==> src/rtl/useq_pkg.sv <==
// useq_pkg: shared widths, COND/state encodings and PSR flag positions for the micro-sequencer.
package useq_pkg;
    localparam int JUMP_ADDR_BUS_WIDTH = 11;
    localparam int COND_BUS_WIDTH = 3;
    localparam int IR_BUS_WIDTH = 32;
    localparam int FLAG_N = 3;
    localparam int FLAG_Z = 2;
    localparam int FLAG_V = 1;
    localparam int FLAG_C = 0;
    typedef enum logic [2:0] {
        COND_NEXT   = 3'd0,
        COND_N      = 3'd1,
        COND_Z      = 3'd2,
        COND_V      = 3'd3,
        COND_C      = 3'd4,
        COND_IR13   = 3'd5,
        COND_JMP    = 3'd6,
        COND_DECODE = 3'd7
    } cond_e;
    typedef enum logic [1:0] {
        S_RESET   = 2'd0,
        S_RUN     = 2'd1,
        S_MEMWAIT = 2'd2,
        S_TRAP    = 2'd3
    } state_e;
endpackage

==> src/rtl/micro_sequencer_if.sv <==
// micro_sequencer_if: microinstruction fields, datapath status and sequencer outputs.
interface micro_sequencer_if;
    import useq_pkg::*;
    logic [COND_BUS_WIDTH-1:0]      uSeq_COND_IN;
    logic [JUMP_ADDR_BUS_WIDTH-1:0] uSeq_JUMP_ADDR_IN;
    logic                           uSeq_RD_IN;
    logic                           uSeq_WR_IN;
    logic [3:0]                     uSeq_Flags_IN;
    logic [IR_BUS_WIDTH-1:0]        uSeq_IR_IN;
    logic                           uSeq_MemAck_IN;
    logic [JUMP_ADDR_BUS_WIDTH-1:0] uSeq_CSAddr_OUT;
    logic                           uSeq_MemReq_OUT;
    logic                           uSeq_DataPathEn_OUT;
    logic                           uSeq_MemErr_OUT;
    logic [1:0]                     uSeq_State_OUT;
    modport master (
        output uSeq_COND_IN, uSeq_JUMP_ADDR_IN, uSeq_RD_IN, uSeq_WR_IN, uSeq_Flags_IN, uSeq_IR_IN, uSeq_MemAck_IN,
        input  uSeq_CSAddr_OUT, uSeq_MemReq_OUT, uSeq_DataPathEn_OUT, uSeq_MemErr_OUT, uSeq_State_OUT
    );
    modport slave (
        input  uSeq_COND_IN, uSeq_JUMP_ADDR_IN, uSeq_RD_IN, uSeq_WR_IN, uSeq_Flags_IN, uSeq_IR_IN, uSeq_MemAck_IN,
        output uSeq_CSAddr_OUT, uSeq_MemReq_OUT, uSeq_DataPathEn_OUT, uSeq_MemErr_OUT, uSeq_State_OUT
    );
endinterface

==> src/rtl/useq_next_addr.sv <==
// useq_next_addr: combinational next-address select from COND, flags and macro IR.
module useq_next_addr
    import useq_pkg::*;
(
    input  logic [COND_BUS_WIDTH-1:0]      cond_i,
    input  logic [JUMP_ADDR_BUS_WIDTH-1:0] jump_i,
    input  logic [JUMP_ADDR_BUS_WIDTH-1:0] upc_i,
    input  logic [3:0]                     flags_i,
    input  logic [IR_BUS_WIDTH-1:0]        ir_i,
    output logic [JUMP_ADDR_BUS_WIDTH-1:0] na_o
);
    logic take;
    logic unused_ir;
    logic [JUMP_ADDR_BUS_WIDTH-1:0] inc;
    assign inc = upc_i + 11'd1;
    assign unused_ir = ^{ir_i[29:25], ir_i[18:14], ir_i[12:0]};
    always_comb begin
        take = 1'b0;
        case (cond_e'(cond_i))
            COND_N:    take = flags_i[FLAG_N];
            COND_Z:    take = flags_i[FLAG_Z];
            COND_V:    take = flags_i[FLAG_V];
            COND_C:    take = flags_i[FLAG_C];
            COND_IR13: take = ir_i[13];
            COND_JMP:  take = 1'b1;
            default:   take = 1'b0;
        endcase
        // decode vectors into the upper half of the store, four words per opcode
        na_o = (cond_e'(cond_i) == COND_DECODE) ? {1'b1, ir_i[31:30], ir_i[24:19], 2'b00}
             : take ? jump_i : inc;
    end
endmodule

==> src/rtl/micro_sequencer.sv <==
// micro_sequencer: control-store address register with memory-stall and timeout-trap FSM.
module micro_sequencer
    import useq_pkg::*;
#(
    parameter int MEM_TIMEOUT = 16,
    parameter int TIMEOUT_WIDTH = 5,
    parameter logic [JUMP_ADDR_BUS_WIDTH-1:0] TRAP_ADDR = 11'h7FF
) (
    input logic uSeq_CLOCK_50,
    input logic SC_uSeq_Reset_InHigh,
    micro_sequencer_if.slave bus
);
    state_e state_q, state_d;
    logic [JUMP_ADDR_BUS_WIDTH-1:0] addr_q, addr_d, na;
    logic [TIMEOUT_WIDTH-1:0] cnt_q, cnt_d;
    logic err_q, err_d, mem, mem_req, dp_en;
    assign mem = bus.uSeq_RD_IN | bus.uSeq_WR_IN;
    useq_next_addr u_na (
        .cond_i (bus.uSeq_COND_IN),
        .jump_i (bus.uSeq_JUMP_ADDR_IN),
        .upc_i  (addr_q),
        .flags_i(bus.uSeq_Flags_IN),
        .ir_i   (bus.uSeq_IR_IN),
        .na_o   (na)
    );
    always_comb begin
        state_d = state_q;
        addr_d  = addr_q;
        cnt_d   = cnt_q;
        err_d   = err_q;
        mem_req = 1'b0;
        dp_en   = 1'b0;
        case (state_q)
            S_RESET: state_d = S_RUN;
            S_RUN: begin
                mem_req = mem;
                if (!mem || bus.uSeq_MemAck_IN) begin
                    addr_d = na;
                    dp_en  = 1'b1;
                end else begin
                    cnt_d   = TIMEOUT_WIDTH'(1);
                    state_d = S_MEMWAIT;
                end
            end
            S_MEMWAIT: begin
                mem_req = 1'b1;
                // a late ack on the timeout edge still completes the access
                if (bus.uSeq_MemAck_IN) begin
                    dp_en   = 1'b1;
                    addr_d  = na;
                    cnt_d   = '0;
                    state_d = S_RUN;
                end else if (cnt_q == TIMEOUT_WIDTH'(MEM_TIMEOUT)) begin
                    addr_d  = TRAP_ADDR;
                    err_d   = 1'b1;
                    state_d = S_TRAP;
                end else begin
                    cnt_d = cnt_q + 1'b1;
                end
            end
            S_TRAP: begin
                cnt_d   = '0;
                state_d = S_RUN;
            end
        endcase
    end
    always_ff @(posedge uSeq_CLOCK_50) begin
        if (SC_uSeq_Reset_InHigh) begin
            state_q <= S_RESET;
            addr_q  <= '0;
            cnt_q   <= '0;
            err_q   <= 1'b0;
        end else begin
            state_q <= state_d;
            addr_q  <= addr_d;
            cnt_q   <= cnt_d;
            err_q   <= err_d;
        end
    end
    assign bus.uSeq_CSAddr_OUT     = addr_q;
    assign bus.uSeq_MemReq_OUT     = mem_req;
    assign bus.uSeq_DataPathEn_OUT = dp_en;
    assign bus.uSeq_MemErr_OUT     = err_q;
    assign bus.uSeq_State_OUT      = state_q;
endmodule

==> src/flat_wrapper.sv <==
// flat-port wrapper written by rule: the top's interface ports become plain ports
module micro_sequencer_flat import useq_pkg::*;
#(
    parameter int MEM_TIMEOUT = 16,
    parameter int TIMEOUT_WIDTH = 5,
    parameter logic [JUMP_ADDR_BUS_WIDTH-1:0] TRAP_ADDR = 11'h7FF
)
  (uSeq_CLOCK_50, SC_uSeq_Reset_InHigh, bus_uSeq_COND_IN, bus_uSeq_JUMP_ADDR_IN, bus_uSeq_RD_IN, bus_uSeq_WR_IN, bus_uSeq_Flags_IN, bus_uSeq_IR_IN, bus_uSeq_MemAck_IN, bus_uSeq_CSAddr_OUT, bus_uSeq_MemReq_OUT, bus_uSeq_DataPathEn_OUT, bus_uSeq_MemErr_OUT, bus_uSeq_State_OUT);
  micro_sequencer_if bus_i ();
  input logic uSeq_CLOCK_50;
  input logic SC_uSeq_Reset_InHigh;
  input wire logic [$bits(bus_i.uSeq_COND_IN)-1:0] bus_uSeq_COND_IN;
  input wire logic [$bits(bus_i.uSeq_JUMP_ADDR_IN)-1:0] bus_uSeq_JUMP_ADDR_IN;
  input wire logic [$bits(bus_i.uSeq_RD_IN)-1:0] bus_uSeq_RD_IN;
  input wire logic [$bits(bus_i.uSeq_WR_IN)-1:0] bus_uSeq_WR_IN;
  input wire logic [$bits(bus_i.uSeq_Flags_IN)-1:0] bus_uSeq_Flags_IN;
  input wire logic [$bits(bus_i.uSeq_IR_IN)-1:0] bus_uSeq_IR_IN;
  input wire logic [$bits(bus_i.uSeq_MemAck_IN)-1:0] bus_uSeq_MemAck_IN;
  output wire logic [$bits(bus_i.uSeq_CSAddr_OUT)-1:0] bus_uSeq_CSAddr_OUT;
  output wire logic [$bits(bus_i.uSeq_MemReq_OUT)-1:0] bus_uSeq_MemReq_OUT;
  output wire logic [$bits(bus_i.uSeq_DataPathEn_OUT)-1:0] bus_uSeq_DataPathEn_OUT;
  output wire logic [$bits(bus_i.uSeq_MemErr_OUT)-1:0] bus_uSeq_MemErr_OUT;
  output wire logic [$bits(bus_i.uSeq_State_OUT)-1:0] bus_uSeq_State_OUT;
  assign bus_i.uSeq_COND_IN = bus_uSeq_COND_IN;
  assign bus_i.uSeq_JUMP_ADDR_IN = bus_uSeq_JUMP_ADDR_IN;
  assign bus_i.uSeq_RD_IN = bus_uSeq_RD_IN;
  assign bus_i.uSeq_WR_IN = bus_uSeq_WR_IN;
  assign bus_i.uSeq_Flags_IN = bus_uSeq_Flags_IN;
  assign bus_i.uSeq_IR_IN = bus_uSeq_IR_IN;
  assign bus_i.uSeq_MemAck_IN = bus_uSeq_MemAck_IN;
  assign bus_uSeq_CSAddr_OUT = bus_i.uSeq_CSAddr_OUT;
  assign bus_uSeq_MemReq_OUT = bus_i.uSeq_MemReq_OUT;
  assign bus_uSeq_DataPathEn_OUT = bus_i.uSeq_DataPathEn_OUT;
  assign bus_uSeq_MemErr_OUT = bus_i.uSeq_MemErr_OUT;
  assign bus_uSeq_State_OUT = bus_i.uSeq_State_OUT;
  micro_sequencer #(.MEM_TIMEOUT(MEM_TIMEOUT), .TIMEOUT_WIDTH(TIMEOUT_WIDTH), .TRAP_ADDR(TRAP_ADDR)) u_core (.uSeq_CLOCK_50(uSeq_CLOCK_50), .SC_uSeq_Reset_InHigh(SC_uSeq_Reset_InHigh), .bus(bus_i));
endmodule
==> config.mk <==
export PLATFORM = sky130hd
export DESIGN_NAME = micro_sequencer_flat
export DESIGN_NICKNAME = d
export VERILOG_FILES = /design/src/rtl/useq_pkg.sv /design/src/rtl/micro_sequencer_if.sv /design/src/rtl/useq_next_addr.sv /design/src/rtl/micro_sequencer.sv /design/src/flat_wrapper.sv
export SDC_FILE = /design/constraint.sdc
export NUM_CORES = 1
export LEC_CHECK = 0
export CAP_MARGIN = 40
export CORE_MARGIN = 1.5
export CORE_UTILIZATION = 45
export DETAILED_ROUTE_END_ITERATION = 12
export GPL_ROUTABILITY_DRIVEN = 0
export PLACE_DENSITY = 0.86
export SLEW_MARGIN = 20
export SYNTH_ARGS = -nofsm -noshare
export SYNTH_HDL_FRONTEND = slang
export SYNTH_HIERARCHICAL = 1
export SYNTH_SLANG_ARGS = --single-unit
==> constraint.sdc <==
create_clock -name uSeq_CLOCK_50 -period 2.72 [get_ports uSeq_CLOCK_50]
set_input_delay 0.408 -clock uSeq_CLOCK_50 [delete_from_list [all_inputs] [get_ports uSeq_CLOCK_50]]
set_output_delay 0.408 -clock uSeq_CLOCK_50 [all_outputs]
set_load 0.02 [all_outputs]
; ---- After elaboration in Yosys (flattened, before gate mapping)
; Cells that the tools add are included.
; Widths: inputs -> output; s select.
[word_totals]
reg_bits = 19
out_inout_bits = 16
input_bits = 55
[op_classes]
n_mux = 19
reduce_logical = 10
add_sub_neg = 2
n_eq_ne = 15
n_bitwise = 2
[op_table]
columns = operator, count
row1 = $mux 11, 5
row2 = $pmux 11 s2, 1
row3 = $mux 5, 3
row4 = $pmux 5 s3, 1
row5 = $eq 3x3->1 const B, 4
row6 = $add 11x1->11 const B, 1
row7 = $reduce_and 3->1, 3
row8 = $eq 3x2->1 const B, 2
row9 = $mux 2, 3
row10 = $pmux 1 s6, 1
row11 = $pmux 2 s3, 1
row12 = $add 5x1->5 const B, 1
row13 = $eq 5x5->1 const B, 1
row14 = $eq 2x2->1 const B, 2
row15 = $pmux 1 s2, 2
row16 = $eq 3x1->1 const B, 1
row17 = $ne 3x2->1 const B, 1
row18 = $ne 3x3->1 const B, 1
row19 = $reduce_bool 3->1, 1
row20 = $eq 2x1->1 const B, 1
row21 = $logic_not 2->1, 1
row22 = $mux 1, 2
row23 = $ne 2x1->1 const B, 1
row24 = $ne 2x2->1 const B, 1
row25 = 7 further kinds, 7

; ---- Depth between registers and ports, before layout
; Gate-level depths: netlist of run 1.
[depth]
depth_word = 6
ltp_mapped = 7
ltp_nobuf = 7

; ---- Modules after synthesis
; Netlist of run 1, hierarchy kept.
[modules_own_cells]
columns = module, cells_each, area_per_inst_um2, n_inst
row1 = micro_sequencer, 117, 1068.5, 1
row2 = useq_next_addr, 65, 464.2, 1

; ---- Worst setup path before layout of run 1
; OpenSTA, ideal clock, no wires.
[synth_path]
path_kind = register to register
from = register u_core.state_q[0], in the netlist u_core/bus.uSeq_State_OUT[0]
to = register u_core.addr_q[0], in the netlist u_core/bus.uSeq_CSAddr_OUT[0]
path_stages_with_launch = 8
setup_time_ns = 0.087
arrival_time_ns = 1.857
required_ns = 2.633
path_slack_ns = 0.776
cell_sequence = dfxtp_1 -> inv_1 -> ha_1 -> nor2b_1 -> buf_2 -> a221o_1 -> buf_4 -> a221oi_2
[synth_via]
elab_chain_len = 3
elab_cells_between_ends = 7
classes_between = eq/ne (4) / mux (1) / reduce/logical (2)
[synth_lines]
columns = item, line
row1 = "start, declared", micro_sequencer.sv:13  ; state_e state_q, state_d;
row2 = "start signal, assigned", micro_sequencer.sv:74  ; state_q <= state_d;
row3 = $eq 2x2->1 or $eq 2x1->1 (tied branches), micro_sequencer.sv:33  ; case (state_q)
row4 = "$ne 3x2->1 (no line), or another cell as far along", -
row5 = $reduce_and 3->1 (no line), -
row6 = "end signal, assigned", micro_sequencer.sv:75  ; addr_q <= addr_d;
row7 = "end, declared", micro_sequencer.sv:14  ; logic [JUMP_ADDR_BUS_WIDTH-1:0] addr_q, addr_d, na;
; Several ways; a longest one is shown, not always the timed one.
; A chain may end at the register's enable or synchronous reset.

; ---- Final worst setup path of run 1
[layout_path]
from = register u_core.state_q[1], in the netlist u_core/bus.uSeq_State_OUT[1]
to = output bus_uSeq_MemReq_OUT
[layout_via]
elab_chain_len = 2
elab_cells_between_ends = 3
classes_between = eq/ne (2) / mux (1)
[layout_lines]
columns = item, line
row1 = $eq 2x2->1 or $eq 2x1->1 (tied branches), micro_sequencer.sv:33
row2 = $pmux 1 s2 (*), micro_sequencer.sv:33
row3 = "end, declared", flat_wrapper.sv:20  ; output wire logic [$bits(bus_i.uSeq_MemReq_OUT)-1:0] bus_uSeq_MemReq_OUT;
; Every way passes the cells marked *; elsewhere a longest branch is shown, timed or not.

==> results of run 1 <==
[routing by layer]
metal	share of wire [%]	wire (um)
met5	0	0
met4	0	0
met3	8.1	318
met2	50	1970
met1	42	1640
[per-stage QoR]
step / setup slack, ps / instance area, um^2
floorplan: 776 / 1530
global placement: 353 / 2060
detailed placement: 299 / 2060
CTS: 210 / 2090
global route: 80.0 / 2090
finish: 223 / 2090
[logic make-up after synthesis]
logic type               share of synthesized area [%]
AO/OA/AOI/OAI                                     36.7
XOR/XNOR                                          2.29
multiplexers                                      1.31
AND/OR/NAND/NOR                                   18.5
adder cells (fa/ha/maj)                           5.71
flip-flops                                        24.8
buffers and inverters                             10.6
[worst paths after layout]
kind                                        from                        endpoint  slack, ps
setup / recovery    u_core/bus.uSeq_State_OUT[1]             bus_uSeq_MemReq_OUT        220
hold / removal    u_core/bus.uSeq_CSAddr_OUT[10]  u_core/bus.uSeq_CSAddr_OUT[10]        500
setup reg to reg    u_core/bus.uSeq_State_OUT[0]   u_core/bus.uSeq_CSAddr_OUT[4]        740
hold reg to reg   u_core/bus.uSeq_CSAddr_OUT[10]  u_core/bus.uSeq_CSAddr_OUT[10]        500
[critical path: stages (launching register included)]
cell and delay (ps):
dfxtp_1 350, inv_1 100, ha_1 340, inv_1 160, nor2_1 130, o21a_1 110, clkdlybuf4s50_1 590
[state kept, by name, summed over array words and instances, names as in the netlist]
name	cells
u_core/bus.uSeq_MemErr_OUT	1
u_core/bus.uSeq_CSAddr_OUT	11
u_core/bus.uSeq_State_OUT	2
u_core/cnt_q	5
[power by group through the flow]
stage	clock (mW)	sequential (mW)	combinational (mW)
final	0.150	0.418	0.665
after floorplan	0	0.472	0.373
after global placement	0	0.420	0.650
after CTS	0.157	0.417	0.666
after detailed placement	0	0.423	0.662
after global routing	0.166	0.429	0.728
[cells in the final DEF, fill, tap and decap left out, types with 5 or more instances in the layout]
| cell | synthesis | layout |
|---|---|---|
| ha_1 | 7 | 7 |
| o32ai_1 | 5 | 5 |
| a221oi_2 | 10 | 10 |
| clkdlybuf4s50_1 | 0 | 47 |
| inv_1 | 32 | 32 |
| dfxtp_1 | 19 | 19 |
| nor2_1 | 9 | 9 |
| nand3_1 | 7 | 7 |
| nand2b_1 | 6 | 6 |
| a221oi_1 | 6 | 6 |
| buf_4 | 1 | 5 |
| o221a_1 | 6 | 6 |
[final cells by class]
cell class              count  area, um^2
well taps                  46        57.6
clock buffers               4        26.3
fillers                   312        1220
flip-flops and latches     19         380
inverters                  32         120
multi-input cells         122         995
repair buffers             52         508
==> results_dict.tcl, run 1 <==
set metrics [dict create \
    synth-main-ff-cell "dfxtp_1" \
    dp.cells 271 \
    cts.path.max_buffers 2 \
    ys_ff_latch 19 \
    pwr-share-clk_pct 12.2 \
    ys_types 45 \
    stdcell_count 275 \
    p_int_uw 720 \
    drive_above_1_share_pct 11.4 \
    routedWlPerCell_um 14.3 \
    slew_violations 0 \
    rows 21 \
    worst_hold_path_type "flop to flop" \
    syn-num-nets 244 \
    use_met3_pct 5.04 \
    layout.nets 292 \
    root_buffer "clkbuf_4" \
    synth-edff-count 0 \
    finalSetupViolations 0 \
    antenna_cells 0 \
    pin_count 71 \
    worstSetupEndpointType "output port" \
    grt_pass1_wl_mm 6.16 \
    synth_top_area_share_pct 24.8 \
    postCtsSetupBuffers 0 \
    grtUsageMet1_pct 26.1 \
    seq_power_share_pct 33.9 \
    period_needed_ps 2500 \
    swShare_pct 41.6 \
    port-buffer-count 47 \
    slew_headroom_pct 49.4 \
    clk_pin_slew_ps 110 \
    die_h_um 61.4 \
    crit_type "flop to output port" \
    use_met2_pct 39.4 \
    grt-ovfl-total 0 \
    crit_fanout 9 \
    initial_core_util_pct 46.3 \
    cts.sink_count 19 \
    synth.avg_cell_area_um2 8.42 \
    hold_buffers 0 \
    ant_nets 0 \
    viasPerCell 5.79 \
    cts_htree_levels 1 \
    cp-start-kind "flop" \
    skew_ps 10.3 \
    finalWirelength_mm 3.93 \
    power.density_nw_per_um2 591 \
    synthArstFlopShare_pct 0 \
    netlist_area_um2 1530 \
    clock_latency_ps 300 \
    cts_tree "built" \
    drc 0 \
    hold_depth 2 \
    status "complete, no violations" \
    antenna_found_initial 0 \
    initialDrtViolationCount 108 \
    arrival_ps 2090 \
    die-area_um2 3770 \
    tightest_slew_ps 749 \
    rsz0062_at_grt "false" \
    vias 1592 \
    busiest_layer "met2" \
    hold_slack_ps 500 \
    p_switching_uw 513 \
    areaGrowthSynthToFinish_pct 36.2 \
    grt_pass1_vias 1369 \
    finalPower_mw 1.23 \
    maxCapViolations 0 \
    period_share_pct 91.8 \
    synth_top_area_cell "dfxtp_1" \
    clock.fmax_mhz 401 \
    fp.dieW_um 61.4 \
    grt_start_max_net_pins 15 \
    design.core.area_um2 3310 \
    power_frac_comb_pct 53.9 \
    post-route-util_pct 63.0 \
    r2r_cells 5 \
    grt_use_total_pct 21.5 \
    final_hold_viol_count 0 \
    p_leak_nw 0.750 \
    cts_made_buffers 3 \
    synth-seq-area-share_pct 24.8 \
    ir_drop_v 0.000341 \
    fin_setup_tns_ps 0 \
    synth.area.top_cells "dfxtp_1 25%, a221oi_2 9.8%, inv_1 7.8%" \
    cts.repair.resized 0 \
    required_ps 2310 \
    ys_warn_count 6 \
    dp_hpwl_mm 2.86 \
    synth.most_common_cell "inv_1" \
    first_pass_iters 4 \
    synthCells 182 \
    synthTopCellsByCount "32 x inv_1, 19 x dfxtp_1, 10 x a221oi_2, 9 x nor2_1" \
]
No activity file was read; power rests on OpenSTA's default activity.
==> run 2: changes to the inputs <==
--- a/config.mk
+++ b/config.mk
@@ -10,7 +10,7 @@
 export CORE_UTILIZATION = 45
 export DETAILED_ROUTE_END_ITERATION = 12
 export GPL_ROUTABILITY_DRIVEN = 0
-export PLACE_DENSITY = 0.86
+export PLACE_DENSITY = 0.87
 export SLEW_MARGIN = 20
 export SYNTH_ARGS = -nofsm -noshare
 export SYNTH_HDL_FRONTEND = slang
==> run 2 against run 1 <==
  * Largest cell class unchanged
  * Clock skew decreased by 8.4 ps
  * Sequential power about the same
  * Register-to-register slack about the same
  * Combinational power increased by 0.6%
  * Maximum frequency decreased by 1.5%
  * Worst hold slack got worse by 12 ps
==> results_dict.tcl, run 2 (synthesized netlist as in run 1, its figures left out) <==
set metrics [dict create \
    cts.path.max_buffers 2 \
    seq_power_share_pct 33.7 \
    crit_slowest_cell "clkdlybuf4s50_1" \
    grt_pass1_vias 1375 \
    hold_slack_ps 487 \
    grt_pass1_wl_mm 5.86 \
    drc 0 \
    antenna_found_initial 0 \
    cts_tree "built" \
    maxCapViolations 0 \
    final_common_cell "clkdlybuf4s50_1" \
    grt_start_max_net_pins 18 \
    dp_hpwl_mm 2.91 \
    initial_core_util_pct 46.3 \
    cts.sink_count 19 \
    pin_count 71 \
    critical_path.cell_chain "inv_1 > ha_1 > inv_1 > nor2_1 > o21a_1 > clkdlybuf4s50_1" \
    grt-ovfl-total 0 \
    required_ps 2310 \
    worst_hold_path_type "flop to flop" \
    slew_headroom_pct 54.9 \
    worstSetupEndpointType "output port" \
    hold_buffers 0 \
    root_buffer "clkbuf_4" \
    use_met2_pct 36.8 \
    vias 1556 \
    cp-start-kind "flop" \
    use_met3_pct 3.36 \
    p_switching_uw 518 \
    ant_nets 0 \
    rsz0062_at_grt "false" \
    period_needed_ps 2530 \
    first_pass_iters 4 \
    crit_fanout 9 \
    power.density_nw_per_um2 592 \
    fp.dieW_um 61.4 \
    viasPerCell 5.66 \
    worst_path_largest_cell_delay_ps 590 \
    finalPower_mw 1.24 \
    die_h_um 61.4 \
    dp.cells 271 \
    routedWlPerCell_um 14.2 \
    status "complete, no violations" \
    design.core.area_um2 3310 \
    skew_ps 1.96 \
    stdcell_count 275 \
    rows 21 \
    port-buffer-count 47 \
    finalWorstSetupSlack_ps 187 \
    drive_above_1_share_pct 11.8 \
    ir_drop_v 0.000357 \
    slew_violations 0 \
    postLayoutCellArea_um2 2090 \
    grt_use_total_pct 20.3 \
    p_leak_nw 0.753 \
    crit_type "flop to output port" \
    clock.fmax_mhz 395 \
    final_cell_mix "47 x clkdlybuf4s50_1, 32 x inv_1, 19 x dfxtp_1" \
    final_hold_viol_count 0 \
    fin_setup_tns_ps 0 \
    pwr-share-clk_pct 12.2 \
    cts_htree_levels 1 \
    areaGrowthSynthToFinish_pct 36.2 \
    finalWirelength_mm 3.91 \
    tightest_slew_ps 667 \
    cts.repair.resized 0 \
    postCtsSetupBuffers 0 \
    cts_made_buffers 3 \
    p_int_uw 718 \
    post-route-util_pct 63.1 \
    reg2reg_slack_ps 740 \
    power_frac_comb_pct 54.1 \
    largest_register_ffs 11 \
    grtUsageMet1_pct 24.7 \
    placed_cell_area_um2 2060 \
    fillCellCount 297 \
    clock_latency_ps 310 \
    path_buf_inv 3 \
    die-area_um2 3770 \
    swShare_pct 41.9 \
    initialDrtViolationCount 52 \
    arrival_ps 2130 \
    dp_worst_setup_slack_ps 344 \
    clk_pin_slew_ps 120 \
    period_share_pct 93.1 \
    finalSetupViolations 0 \
    antenna_cells 0 \
    crit_family "buffers and inverters" \
    worst_path_most_repeated_cell "inv_1" \
    layout.nets 292 \
    busiest_layer "met2" \
]
==> run 2: changes by cell type in the layout (fill, tap and decap cells not counted), sizes merged <==
cell / change
clkinv: +1
clkbuf: -1
==> run 2: layout make-up <==
cell class	count	area (um^2)	share of cell area, %
flip-flops and latches	19	380	18.2
repair buffers	52	508	24.3
clock inverters	1	5.00	0.240
inverters	32	120	5.75
clock buffers	3	22.5	1.08
well taps	46	57.6	2.76
multi-input cells	122	995	47.6
==> run 2: worst reg2reg max path, cell delays in order (launching register included) <==
cell and delay [ps]:
dfxtp_1 410, inv_1 100, ha_1 280, nor2b_1 180
a221o_1 550, a221oi_2 370
==> run 2: power groups by stage <==
| stage | clock network, mW | logic [mW] | registers, mW |
|---|---|---|---|
| global placement | 0 | 0.650 | 0.420 |
| CTS | 0.158 | 0.668 | 0.416 |
| global route | 0.167 | 0.726 | 0.427 |
| finish | 0.151 | 0.669 | 0.417 |
| detailed placement | 0 | 0.665 | 0.422 |
| floorplan | 0 | 0.373 | 0.472 |
==> run 2: worst paths after layout <==
kind,startpoint,end,depth (start not counted)
worst min-delay path,u_core/bus.uSeq_MemErr_OUT,u_core/bus.uSeq_MemErr_OUT,2
worst max-delay path,u_core/bus.uSeq_State_OUT[1],bus_uSeq_MemReq_OUT,6
worst min register to register,u_core/bus.uSeq_MemErr_OUT,u_core/bus.uSeq_MemErr_OUT,2
worst max register to register,u_core/bus.uSeq_State_OUT[0],u_core/bus.uSeq_CSAddr_OUT[7],5
==> run 2: layer usage <==
layer | wire length (um) | share of wire, %
met5 | 0 | 0
met4 | 24 | 0.61
met3 | 243 | 6.2
met2 | 1880 | 48
met1 | 1770 | 45
